<file path="src/rtl/axis_arb_pkg.sv">
// axis_arb_pkg
// Shared definitions for the packet arbiters: FSM state encodings, default
// sizing and a one-hot to index helper.
package axis_arb_pkg;

    localparam int DEF_N      = 4;
    localparam int DEF_DATA_W = 8;

    // Legacy-compatible state encodings
    localparam logic [0:0] ST_IDLE = 1'b0;
    localparam logic [0:0] ST_XFER = 1'b1;

    // Index of the set bit in a one-hot vector of up to 8 bits
    // (returns 0 for an all-zero vector).
    function automatic int unsigned onehot_to_idx(input logic [7:0] oh);
        int unsigned idx;
        idx = 0;
        for (int unsigned i = 0; i < 8; i++) begin
            if (oh[i]) idx = i;
        end
        return idx;
    endfunction

endpackage

</file>
<file path="src/rtl/rr_select.sv">
// rr_select
// Combinational round-robin picker. Scans req starting one past ptr and
// wrapping modulo N; the first asserted request wins.
//   req : per-source request vector
//   ptr : index of the previous winner (scan starts at ptr+1)
//   sel : one-hot winner, 0 when nothing requests
//   any : at least one request is asserted
module rr_select #(
    parameter int N     = 4,
    parameter int PTR_W = (N > 1) ? $clog2(N) : 1
) (
    input  logic [N-1:0]     req,
    input  logic [PTR_W-1:0] ptr,
    output logic [N-1:0]     sel,
    output logic             any
);

    always_comb begin
        int unsigned idx;
        logic        found;
        sel   = '0;
        found = 1'b0;
        idx   = 0;
        for (int unsigned k = 1; k <= N; k++) begin
            idx = (int'(ptr) + k) % N;
            if (!found && req[PTR_W'(idx)]) begin
                sel[PTR_W'(idx)] = 1'b1;
                found            = 1'b1;
            end
        end
    end

    assign any = |req;

endmodule

</file>
<file path="src/rtl/axis_packet_arbiter.sv">
// axis_packet_arbiter
// Packet-level round-robin arbiter merging N byte streams into one
// AXI-stream output. A source keeps the grant from its first beat until its
// last beat is captured; a one-deep registered stage drives the output.
//   clk, reset_n              : clock, asynchronous active-low reset
//   s_data/s_valid/s_last     : source beats, source i at [i*DATA_W +: DATA_W]
//   s_ready                   : per-source ready, at most one bit high
//   m_data/m_valid/m_last     : registered output beat
//   m_ready                   : downstream ready
//   grant                     : registered one-hot owner, 0 when idle
//   busy                      : a packet is locked
module axis_packet_arbiter
    import axis_arb_pkg::*;
#(
    parameter int N      = DEF_N,
    parameter int DATA_W = DEF_DATA_W
) (
    input  logic                clk,
    input  logic                reset_n,
    input  logic [N*DATA_W-1:0] s_data,
    input  logic [N-1:0]        s_valid,
    input  logic [N-1:0]        s_last,
    output logic [N-1:0]        s_ready,
    output logic [DATA_W-1:0]   m_data,
    output logic                m_valid,
    output logic                m_last,
    input  logic                m_ready,
    output logic [N-1:0]        grant,
    output logic                busy
);

    localparam int PTR_W = (N > 1) ? $clog2(N) : 1;

    logic [0:0]        state;
    logic [PTR_W-1:0]  ptr;
    logic [N-1:0]      sel;
    logic              any_req;
    logic              slot_free;
    logic              capture;
    logic              g_last;
    logic [DATA_W-1:0] g_data;
    logic [7:0]        grant_wide;

    rr_select #(
        .N     (N),
        .PTR_W (PTR_W)
    ) u_rr_select (
        .req (s_valid),
        .ptr (ptr),
        .sel (sel),
        .any (any_req)
    );

    // Output slot can take a beat if empty or draining this cycle
    assign slot_free = ~m_valid | m_ready;
    assign s_ready   = (state == ST_XFER && slot_free) ? grant : '0;
    assign capture   = |(s_valid & s_ready);
    assign g_last    = |(s_last & grant);
    assign busy      = (state == ST_XFER);

    // Data of the granted source (AND-OR mux over the one-hot grant)
    always_comb begin
        g_data = '0;
        for (int unsigned i = 0; i < N; i++) begin
            if (grant[i]) g_data = s_data[i*DATA_W +: DATA_W];
        end
    end

    always_comb begin
        grant_wide         = '0;
        grant_wide[N-1:0]  = grant;
    end

    // Arbitration FSM, round-robin pointer and grant register
    always_ff @(posedge clk or negedge reset_n) begin
        if (!reset_n) begin
            state <= ST_IDLE;
            grant <= '0;
            ptr   <= PTR_W'(N - 1);
        end else begin
            case (state)
                ST_IDLE: begin
                    if (any_req) begin
                        grant <= sel;
                        state <= ST_XFER;
                    end
                end
                ST_XFER: begin
                    if (capture && g_last) begin
                        ptr   <= PTR_W'(onehot_to_idx(grant_wide));
                        grant <= '0;
                        state <= ST_IDLE;
                    end
                end
                default: begin
                    state <= ST_IDLE;
                    grant <= '0;
                end
            endcase
        end
    end

    // One-deep output stage
    always_ff @(posedge clk or negedge reset_n) begin
        if (!reset_n) begin
            m_valid <= 1'b0;
            m_data  <= '0;
            m_last  <= 1'b0;
        end else if (capture) begin
            m_valid <= 1'b1;
            m_data  <= g_data;
            m_last  <= g_last;
        end else if (m_valid && m_ready) begin
            m_valid <= 1'b0;
            m_data  <= '0;
            m_last  <= 1'b0;
        end
    end

endmodule

</file>
<file path="config.mk">
export PLATFORM = sky130hd
export DESIGN_NAME = axis_packet_arbiter
export DESIGN_NICKNAME = d
export VERILOG_FILES = /design/src/rtl/axis_arb_pkg.sv /design/src/rtl/rr_select.sv /design/src/rtl/axis_packet_arbiter.sv
export SDC_FILE = /design/constraint.sdc
export NUM_CORES = 1
export LEC_CHECK = 0
export CORE_ASPECT_RATIO = 2
export CORE_MARGIN = 8
export CORE_UTILIZATION = 38
export DETAILED_ROUTE_END_ITERATION = 8
export PLACE_DENSITY = 0.77
export SETUP_SLACK_MARGIN = 0.2
export SLEW_MARGIN = 10
export SYNTH_ARGS = -nofsm -noshare
export SYNTH_HDL_FRONTEND = slang
export SYNTH_SLANG_ARGS = --single-unit
</file>
<file path="constraint.sdc">
create_clock -name clk -period 2.34 [get_ports clk]
set_input_delay 0.468 -clock clk [delete_from_list [all_inputs] [get_ports clk]]
set_output_delay 0.468 -clock clk [all_outputs]
set_load 0.05 [all_outputs]
</file>
# Word-level counts from Yosys, hierarchy flattened
# Index checks and enable logic that the tools add are counted.
# totals
register_bits	17
latch_bits	0
ramBits	0
mem_bits_ro	0
in_bits	43
out_inout_bits	19
wordCells	89
memories	0
# op_classes
addsub	4
n_mul	0
n_div	0
magnitude_cmp	8
eq_ne	2
shift	0
muxes	42
bitwise_logic	8
n_reduce_logical	19
# op_table
op	n
$mux W8	6
$mux W4	7
$mux W1	17
$lt A2 B3 Y1 const B	4
$or A4 B4 Y4	3
$reduce_or A4 Y1	3
$logic_and A1 B1 Y1	10
$and A4 B4 Y4	2
$bmux W1 S2	4
$demux W1 S2	4
$ge A2 B1 Y1 const B	4
$pmux W4 S2	1
$add A2 B1 Y2 const B	2
$add A2 B2 Y2 const B	2
$mux W2	2
$reduce_and A2 Y1	2
$logic_not A1 Y1	3
$ne A2 B1 Y1 const B	1
$ne A2 B2 Y1 const B	1
$not A1 Y1	2
$pmux W1 S2	1
$reduce_bool A2 Y1	1
$or A1 B1 Y1	1

# Longest topological paths before layout
# depth
word_depth	15
mapped_depth	6
mapped_depth_nobuf	6

# Hierarchy
# From an unflattened synthesis, not the netlist that was laid out.
# hier_totals
cells_unflattened	131
hier_area_um2	1318.8
# by_module_without_submodules
module	instances	cells_per_inst	area_per_inst_um2	seq_area_each_um2
axis_packet_arbiter	1	92	953.4	427.9
rr_select	1	39	365.4	0.0

# Worst setup path after synthesis
# OpenSTA, ideal clock, no wires.
# synth_path
path_type	reg2reg
startpoint	register ptr[0]
endpoint	register grant[0]
setup_time_ns	0.135
t_arrival_ns	2.079
required_ns	2.205
setup_slack_ns	0.127
stages_incl_launch_ff	7
path_buffers	0
synth_period_minus_slack_ns	2.213
cell_sequence	dfstp_2 > inv_1 > ha_1 > mux4_1 > nor3b_1 > o21ai_0 > o211ai_1
# synth_via
elab_chain_cells	15
word_cells_on_any_way	50
classes_between	4 x add/sub; 8 x order compare; 25 x mux; 3 x bitwise; 10 x reduce/logical
# synth_lines
item	line	source
start: declaration	axis_packet_arbiter.sv:35	logic [PTR_W-1:0] ptr;
start signal: assignment	axis_packet_arbiter.sv:79	ptr <= PTR_W'(N - 1);
start signal: assignment	axis_packet_arbiter.sv:90	ptr <= PTR_W'(onehot_to_idx(grant_wide));
parallel branches: the longest is 12 deep, another holds $lt A2 B3 Y1	--	
$mux W4 *	rr_select.sv:26	if (!found && req[PTR_W'(idx)]) begin
$mux W4 *	axis_packet_arbiter.sv:83	if (any_req) begin
$pmux W4 S2 *	axis_packet_arbiter.sv:81	case (state)
end signal: assignment	axis_packet_arbiter.sv:84	grant <= sel;
end: declaration	axis_packet_arbiter.sv:28	output logic [N-1:0] grant,
# Mark *: on every way between the ends. The select of a mux whose other input is x is not followed.
# A chain may end at the register's enable or synchronous reset.

# Final worst setup path
# layout_path
startpoint	register state, in the netlist busy
endpoint	output busy
# layout_rtl
item	line	source
start: declaration	axis_packet_arbiter.sv:34	logic [0:0] state;
start signal: assignment	axis_packet_arbiter.sv:77	state <= ST_IDLE;
start signal: assignment	axis_packet_arbiter.sv:85	state <= ST_XFER;
start signal: assignment	axis_packet_arbiter.sv:92	state <= ST_IDLE;
end: declaration	axis_packet_arbiter.sv:29	output logic busy
# No word-level cell between the ends.

==> results by group <==
STA
  – Rel. slew slack: 49.4%
  – RSZ-0062 raised after global routing: false
  – Layout Skew: 0.00110 ns
  – Hold Worst Slack: 0.508 ns
  – Endpoints failing hold: 0
  – Slew Limit Fails: 0
  – Minimum clock period: 2.06 ns
  – Fmax: 0.486 GHz
  – Fin crit share: 87.8%
  – Count of final setup violators: 0
  – Slew of the pin with the lowest slew margin: 0.757 ns
  – Setup tns final: 0 ns

Floorplanning
  – Die Span X: 58.6 um
  – Chip Height: 101 um
  – Standard-cell rows: 31
  – Starting Density: 39.0%
  – CORE AREA: 3530 um^2
  – Top Ports: 62
  – Die area: 5920 um^2

Status
  – Status: finished, final reports clean

Placed design
  – DPL Wire Length: ~3.4 mm
  – Port Buffers: just over 60
  – Placed insts: 251
  – RePlAce Congestion: 0.837

Setup path
  – Crit path depth: 1
  – CP required: 1.87 ns
  – Crit Path Class: flop to primary output
  – Crit path cell chain: clkdlybuf4s50_1
  – CP Buf/Inv Count: 1
  – Slowest stage delay, CP: 0.86 ns
  – Worst Setup End Kind: primary output
  – Slowest CP cell: clkdlybuf4s50_1
  – Worst setup SP type: flop
  – Worst endpoint data arrival time: roughly 1.6 ns
  – Reg2reg path depth: 7
  – Crit path max-delay family: buffers and inverters
  – Worst Path Max Fanout: 9
  – Reg2Reg Setup Slack: 0.32 ns

Detailed routing
  – DR iter-0 viols: 28
  – Final ANT Viol Nets: 0
  – Via count: 1,439
  – Vias per inst: 5.64
  – Post-route DRC: 0
  – WL/cell: 17.1 um
  – DRT Wirelength: 4.37 mm
  – DR pass1 iterations: 4

Run
  – # Max-Cap Violations: 0

Logic synthesis
  – Distinct cells, synth: 36
  – Synthesized Nets: between 150 and 200
  – Mean Syn Cell Area: roughly 9.8 um^2
  – Mapped cell area: 1380 um^2
  – Synthesis-stage register bit count: 17
  – Total number of yosys warnings: 0
  – Register area share after synthesis: between 30% and 40%
  – Gate Count Post-Synth: 141

Final layout
  – Share of cells above drive strength 1: between 10% and 20%
  – Fill cells: 300
  – Layout area overhead: 57.8%
  – Final net count: 258
  – Non-filler cells in the finished layout: 255
  – Antenna Cells: 0

Pwr
  – Worst IR drop on VDD: 0.946 mV
  – LEAKAGE: 0.880 nW
  – PD cells: about 1400 nW/um^2

Clock tree
  – Hold buffers post-CTS: 0
  – Clk root buf: clkbuf_8
  – Clock Sinks: 17
  – Clock tree buffer depth: 2
  – H-tree depth: 1
  – Worst-path clk slew: 0.06 ns
  – CTS buffer count: 3
  – Post-CTS Setup Inserts: 0
  – Clk_lat worst skew: 0.24 ns
  – CTS tree: yes
  – Resized Gates After CTS: 1

Hold path
  – Hold path cells: 1
  – Hold/Removal Path Class: flop to flop

Global routing
  – Number of global-route vias before repair: 1,404
  – Initial antenna violation count: 0
  – Total gr overflow: 0
  – Largest net degree at the start of global routing: 19
  – First-pass GRT wire length: 6.96 mm
  – Total track usage: roughly 14%
==> report_power, final <==
part | internal (W) | switching (W) | leakage (nW) | total (W)
Combinational | 0.000970 | 0.00133 | 0.640 | 0.00230
Clock | 0.000120 | 0.0000913 | 0.0228 | 0.000212
Sequential | 0.000447 | 0.000148 | 0.218 | 0.000595
==> Yosys cell counts <==
| library cell | instances | share of area [%] |
|---|---|---|
| and3_1 | 4 | 1.8 |
| o211ai_2 | 1 | 0.91 |
| clkbuf_2 | 1 | 0.36 |
| nor2b_1 | 4 | 1.8 |
| a21oi_1 | 2 | 0.73 |
| mux2_2 | 1 | 0.82 |
| nor2_1 | 3 | 0.82 |
| dfrtp_1 | 15 | 27 |
| nor3_2 | 1 | 0.73 |
| or2_2 | 1 | 0.45 |
| buf_4 | 2 | 1.1 |
| a22oi_1 | 8 | 4.4 |
| mux2i_1 | 4 | 2.9 |
| clkbuf_1 | 2 | 0.55 |
| nand2_1 | 2 | 0.55 |
| a221oi_2 | 1 | 1.1 |
| buf_2 | 2 | 0.73 |
| nand3_1 | 2 | 0.73 |
| or3b_2 | 2 | 1.3 |
| nor4_1 | 1 | 0.45 |
| mux4_1 | 1 | 1.9 |
| o21ai_0 | 4 | 1.5 |
| a31o_2 | 9 | 5.7 |
| o211ai_1 | 8 | 4.4 |
| a22o_1 | 3 | 1.9 |
| and2_1 | 8 | 3.6 |
| inv_1 | 9 | 2.5 |
| a211oi_1 | 8 | 4.4 |
| mux4_2 | 2 | 3.3 |
| ha_1 | 8 | 7.3 |
| nand3b_1 | 2 | 1.1 |
| dfstp_2 | 2 | 3.8 |
| nand2b_1 | 2 | 0.91 |
| o22ai_1 | 8 | 3.6 |
| a41oi_1 | 4 | 2.5 |
| nor3b_1 | 4 | 2.2 |
==> state kept, by name (all words and copies together), names as in the netlist <==
| register | count |
|---|---|
| m_data | 8 |
| grant | 4 |
| ptr | 2 |
| busy | 1 |
| m_last | 1 |
| m_valid | 1 |
==> cells by family (layout without fill, tap and decap cells) <==
logic type | after synthesis | count (layout) | share of synthesized area [%]
and+or+nand+nor | 36 | 36 | 16.5
AOI/OAI and AO/OA | 56 | 56 | 31.1
DFF | 17 | 17 | 31.1
adders and majority gates | 8 | 8 | 7.27
buffers and inverters | 16 | 81 | 5.18
muxes | 8 | 8 | 8.91
==> metal layers <==
metal / share of wire, % / global-route usage [%]
met1: 44 / 18.5
met2: 47 / 22.8
met4: 0.78 / 2.28
met3: 8.4 / 5.12
met5: 0 / 0
==> worst reg2reg max path: stages, from the launching register on <==
cell,delay [ns]
dfstp_2,0.54
inv_2,0.09
ha_4,0.29
buf_4,0.12
mux4_2,0.38
and2_1,0.19
a41oi_1,0.18
o211ai_1,0.11
==> placed cells by master (no fill, tap or decap), drive strengths merged, types with 3 or more instances in the layout <==
cell type      netlist  final
clkdlybuf4s50        0     54
dfrtp               15     15
buf                  4     12
a31o                 9      9
inv                  9      9
o211ai               9      9
a22oi                8      8
o22ai                8      8
a211oi               8      8
and2                 8      8
ha                   8      8
and3                 4      4
nor2b                4      4
mux2i                4      4
a41oi                4      4
nor3b                4      4
o21ai                4      4
clkbuf               3      4
a22o                 3      3
nor2                 3      3
mux4                 3      3
==> metrics by stage <==
stage	area, um^2	util, %	worst slack, ns	total power, W
floorplan	1390	-	0.259	0.00209
global placement	2130	60.2	0.121	0.00285
detailed placement	2130	60.2	0.0637	0.00289
CTS	2170	61.5	0.209	0.00311
global route	2170	61.5	0.217	0.00330
finish	2170	61.5	0.284	0.00310
==> final timing paths <==
kind / startpoint / end
min reg2reg: m_data[7] / m_data[7]
max: busy / busy
min: m_data[7] / m_data[7]
max reg2reg: ptr[0] / grant[2]
max in group asynchronous: reset_n / m_data[1]
min in group asynchronous: reset_n / grant[0]
==> layout make-up <==
| class | count | area, um^2 | share of cell area [%] |
|---|---|---|---|
| well taps | 49 | 61.3 | 2.82 |
| repair buffers | 68 | 718 | 33.1 |
| multi-input cells | 108 | 886 | 40.8 |
| clock buffers | 4 | 45.0 | 2.07 |
| inverters | 9 | 33.8 | 1.56 |
| flip-flops and latches | 17 | 428 | 19.7 |
(Power assumes the default switching activity.)
==> RTL change 1: new RTL, same settings <==
`DEF_N`: 4 -> 8.
--- a/src/rtl/axis_arb_pkg.sv
+++ b/src/rtl/axis_arb_pkg.sv
@@ -5,3 +5,3 @@
 
-    localparam int DEF_N      = 4;
+    localparam int DEF_N      = 8;
     localparam int DEF_DATA_W = 8;
Interface: changed (5 resized); port bits go from 62 to 110. No check against the original RTL was run, so the function may have changed too.
==> RTL change 1 against the original RTL <==
The flow now finishes with violations (negative setup slack). Sequential power increased by 42%. Clock skew is 4.1 ps higher. Count of clock-buffer cells in the layout is the same. Highest routed layer unchanged. Routed wire length rose to 2.9 times the old value. Setup slack worse by 770 ps. Global-route usage increased by 10 points. Sequential cell count grew 5. Total power rose to 2.5 times the old value. Largest cell class unchanged. Clock power grew 92%. Synthesized area up 89%. Cell area is 110% higher.
==> RTL change 1: results (changes against the original RTL) <==
{| class="wikitable"
! Metric !! Value
|-
| Detailed Place HPWL || 10100 µm (+190%)
|-
| Mean Syn Cell Area || 8.42 µm² (-14%)
|-
| Setup Slack @ Placement || -587 ps (-651 ps)
|-
| Routed length on met1 || 3700 µm (+94%)
|-
| Ratio of routed vias to standard cells || 6.40 (+13%)
|-
| Number of distinct library cell variants in the gate-level netlist after synthesis || 65 (+81%)
|-
| Input/output buffers || 109 (+79%)
|-
| Violations in the final reports || negative setup slack
|-
| Category of the most critical setup path || flop to flop
|-
| Count of cells resized by post-cts repair || 12 (+11)
|-
| Leading post-synthesis cells by cell area || dfrtp_1 (18%), a221oi_1 (5.0%), mux2i_1 (4.6%)
|-
| Final Skew || 5.20 ps (+4.10 ps)
|-
| Post-synth net total || 398 (+110%)
|-
| Crit-path leading delay family || multiplexers
|-
| Top cell types by occurrence after synthesis || nand2_1 (25), a21oi_1 (21), dfrtp_1 (19)
|-
| Maximum fanout encountered on the critical timing path || 11 (+2)
|-
| GRT Resource Usage Total || 0.244 (+0.0999)
|-
| Final core area utilization || 0.681 (+0.0658)
|-
| Crit-path max cell delay || 620 ps (-240 ps)
|-
| Root buffer cell || clkbuf_16
|-
| Filler instances || 572 (+91%)
|-
| IR Drop Worst-Case VDD || 1330 µV (+40%)
|-
| Number of DRC markers after the initial detailed-route iteration || 288 (+930%)
|-
| Leakage || 1.83 nW (+110%)
|-
| Placement-stage cell area || 4290 µm² (+100%)
|-
| Overall routed net length || 12500 µm (+190%)
|-
| Synth Area in Compound Gates || 0.328 (+0.0175)
|-
| Source of the worst hold timing path || m_data[5]
|-
| Largest registers || grant: 8 flops, m_data: 8 flops, ptr: 3 flops
|-
| Final worst slack || -484 ps (-769 ps)
|-
| Share of the synthesized netlist area taken by xor and xnor gates || 0.0159 (+0.0159)
|-
| Final net count || 546 (+110%)
|-
| Status || finished, violations left
|-
| Number of endpoints failing setup at the final stage || 8 (+8)
|-
| Slowest library cell on the worst path || dfstp_2
|-
| Synth Area in Adders || 0.0288 (-0.0439)
|-
| Met2 track utilization from global routing || 0.453 (+0.224)
|-
| Fraction of layout instances using a drive strength above 1 || 0.265 (+0.0809)
|-
| Routed length on met3 || 964 µm (+160%)
|-
| Met2 WL || 6730 µm (+230%)
|}
RTL change 1: report_power, final:
group / internal [W] / switching, W / total (W) / leakage (nW)
clock: 0.000262 / 0.000145 / 0.000407 / 0.0442
sequential: 0.000579 / 0.000266 / 0.000845 / 0.271
combinational: 0.00290 / 0.00368 / 0.00658 / 1.52
RTL change 1: area by class of cell:
type                            instances  share of cell area
Multi-Input combinational cell        254               0.458
Timing Repair Buffer                  167               0.366
Sequential cell                        22               0.123
Tap cell                               88              0.0244
Clock buffer                            4              0.0197
Inverter                                9             0.00860
RTL change 1: worst paths after layout:
path | to | slack (ps) | cells after the start
max in group asynchronous | ptr[1] | 1490 | 2
min in group asynchronous | grant[7] | 570 | 2
max reg2reg | grant[1] | -480 | 8
max | grant[1] | -480 | 8
min | m_data[5] | 510 | 2
min reg2reg | m_data[5] | 510 | 2
==> RTL change 2: new RTL, same settings <==
Without the edit above. Reset style: synchronous (`reset_n`), changed in 2 clocked blocks. Comments in the files are not updated.
--- a/src/rtl/axis_packet_arbiter.sv
+++ b/src/rtl/axis_packet_arbiter.sv
@@ -74,3 +74,3 @@
     // Arbitration FSM, round-robin pointer and grant register
-    always_ff @(posedge clk or negedge reset_n) begin
+    always_ff @(posedge clk) begin
         if (!reset_n) begin
@@ -103,3 +103,3 @@
     // One-deep output stage
-    always_ff @(posedge clk or negedge reset_n) begin
+    always_ff @(posedge clk) begin
         if (!reset_n) begin
Formal check against the unedited RTL: differs if reset_n is asserted again (counterexample within 4 cycles, from zero or initial values and one cycle with reset_n low); with reset_n held inactive, the same outputs for 4 cycles.
==> RTL change 2 against the original RTL <==
Die area decreased by 8.5%. Maximum frequency shrank 1.5%. Cell area down 6.2%. Setup slack worse by 32 ps. Routed wire length rose by 9.6%. Core utilization up 3.8 points. Count of clock-buffer cells in the layout is the same. Sequential cell count stayed put. Via count down 1.0%. Clock skew rose by 0.74 ps. Synthesized area shrank 11%. Non-clock buffer count increased by 4.
Power is left out: it rests on default switching activity, and per cell area and clock period it moved more than threefold.
==> RTL change 2: results (changes against the original RTL) <==
{| class="wikitable"
! Metric !! Value
|-
| Status || completed
|-
| CP Data Arrival Time || 2230 ps (+640 ps)
|-
| GRT Resource Usage Total || 0.170 (+0.0251)
|-
| Leading post-synthesis cells by cell area || dfxtp_1 (28%), ha_1 (8.1%), a21boi_0 (6.1%)
|-
| Top cell types by occurrence after synthesis || dfxtp_1 (17), nand2_1 (11), a21boi_0 (10), o22ai_1 (10), nand3_1 (9)
|-
| Clock buffer count from CTS || 3 (unchanged)
|-
| Share of the yosys chip area belonging to registers || 0.277 (-0.0339)
|-
| Worst Hold Path Cells || 2 (+1)
|-
| Mean routed wirelength per cell || 19.9 µm (+16%)
|-
| Maximum fanout encountered on the critical timing path || 4 (-5)
|-
| Via count of the first global-routing pass || 1495 (+6.5%)
|-
| Detailed Place HPWL || 3980 µm (+16%)
|-
| Final Skew || 1.84 ps (+0.738 ps)
|-
| Clock latency reported for the late side of the worst-skew pair || ~250 ps
|-
| Ratio of routed vias to standard cells || 5.91 (+4.7%)
|-
| Number of inserted diodes || 0 (unchanged)
|-
| Cell count of the worst reg-to-reg path || 7 (unchanged)
|-
| Hold Path End || m_data[1]
|-
| RD Place Congestion || 0.803 (-4.1%)
|-
| Number of DRC markers after the initial detailed-route iteration || 60 (+110%)
|-
| Pin count of the biggest net entering global routing || 19 (unchanged)
|-
| Crit-path leading delay family || compound AO/OA/AOI/OAI gates
|-
| Filler instances || 266 (-11%)
|-
| Slowest library cell on the worst path || mux4_2
|-
| Overflow left after global routing || 0 (unchanged)
|-
| Worst max-slew margin expressed relative to the limit || 0.601 (+0.108)
|-
| Path class of the lowest-slack min-delay path || flop to flop
|-
| Largest registers || m_data: 8 flops, grant: 4 flops, ptr: 2 flops
|-
| Number of search-and-repair iterations in the first detailed-routing pass || 4 (unchanged)
|-
| FFs w/ async S/R, synth || 0 (-1.00)
|-
| Clock slew seen by the registers of the worst setup and hold paths || 60 ps (about the same)
|-
| Source of the worst hold timing path || m_data[1]
|-
| First-pass GRT wire length || 7510 µm (+7.8%)
|-
| Synth warn || 0 (unchanged)
|-
| Reg-to-reg startpoint || ptr[1]
|-
| Maximum number of buffers from clock root to sink || 2 (unchanged)
|-
| Worst reg2reg path endpoint || grant[3]
|-
| FF-to-FF setup slack || 250 ps (-70 ps)
|-
| Source of the critical timing path || ptr[1]
|-
| Number of distinct library cell variants in the gate-level netlist after synthesis || 32 (-11%)
|-
| Post-synth net total || 192 (unchanged)
|-
| Root buffer cell || clkbuf_8
|-
| Number of antenna violations at the first check in global routing || 0 (unchanged)
|-
| Crit-path max cell delay || 550 ps (-310 ps)
|-
| Fraction of layout instances using a drive strength above 1 || 0.143 (-0.0416)
|-
| Final net count || 262 (+1.6%)
|-
| Category of the most critical setup path || flop to flop
|}
-- RTL change 2: final cells by class --
class,instances,area [µm²],share of cell area
Multi-Input combinational cell,112,852,0.418
Timing Repair Buffer,72,736,0.361
Sequential cell,17,345,0.169
Clock buffer,4,45.0,0.0221
Tap cell,31,38.8,0.0190
Inverter,5,21.3,0.0104
-- RTL change 2: logic make-up (layout without fill, tap and decap cells) --
group | after synthesis | count (layout) | share of synthesized area
mux | 4 | 4 | 0.0631
compound gates | 56 | 56 | 0.357
flops | 17 | 17 | 0.277
buf+inv | 12 | 81 | 0.0448
fa+ha+maj | 8 | 8 | 0.0815
simple gates | 44 | 44 | 0.176
-- RTL change 2: routing by layer --
layer  vias up  GRT usage  part of all wire
met5         -          0                 0
met4         0     0.0282            0.0046
met3         4     0.0497             0.088
met2        77      0.348              0.54
met1       655      0.160              0.37
li1        688          -                 -
-- RTL change 2: repair_timing --
item | in CTS | in global routing
setup buffers | 0 | 2
hold endpoints to repair | 0 | 0
pin swaps | 0 | 1
hold buffers | 0 | 0
endpoints found under the setup margin | 2 | 4
resized for setup | 2 | 5
-- RTL change 2: worst register-to-register path: cells and delay by family, from the launching register on --
kind | cells | cell delay [ps]
buf+inv | 1 | 70
flops | 1 | 340
mux | 1 | 550
fa+ha+maj | 1 | 290
simple gates | 2 | 160
compound gates | 2 | 580
-- RTL change 2: metrics by stage --
step | util | hold WS (ps) | area [µm²] | cells | setup WS (ps)
after floorplan | - | 542 | 1250 | 141 | 201
after global placement | 0.630 | 464 | 1960 | 235 | 1.62
after detailed placement | 0.630 | 471 | 1960 | 235 | -78.7
after CTS | 0.643 | 480 | 2010 | 239 | 198
after global routing | 0.653 | 493 | 2040 | 241 | 211
final | 0.653 | 478 | 2040 | 241 | 253
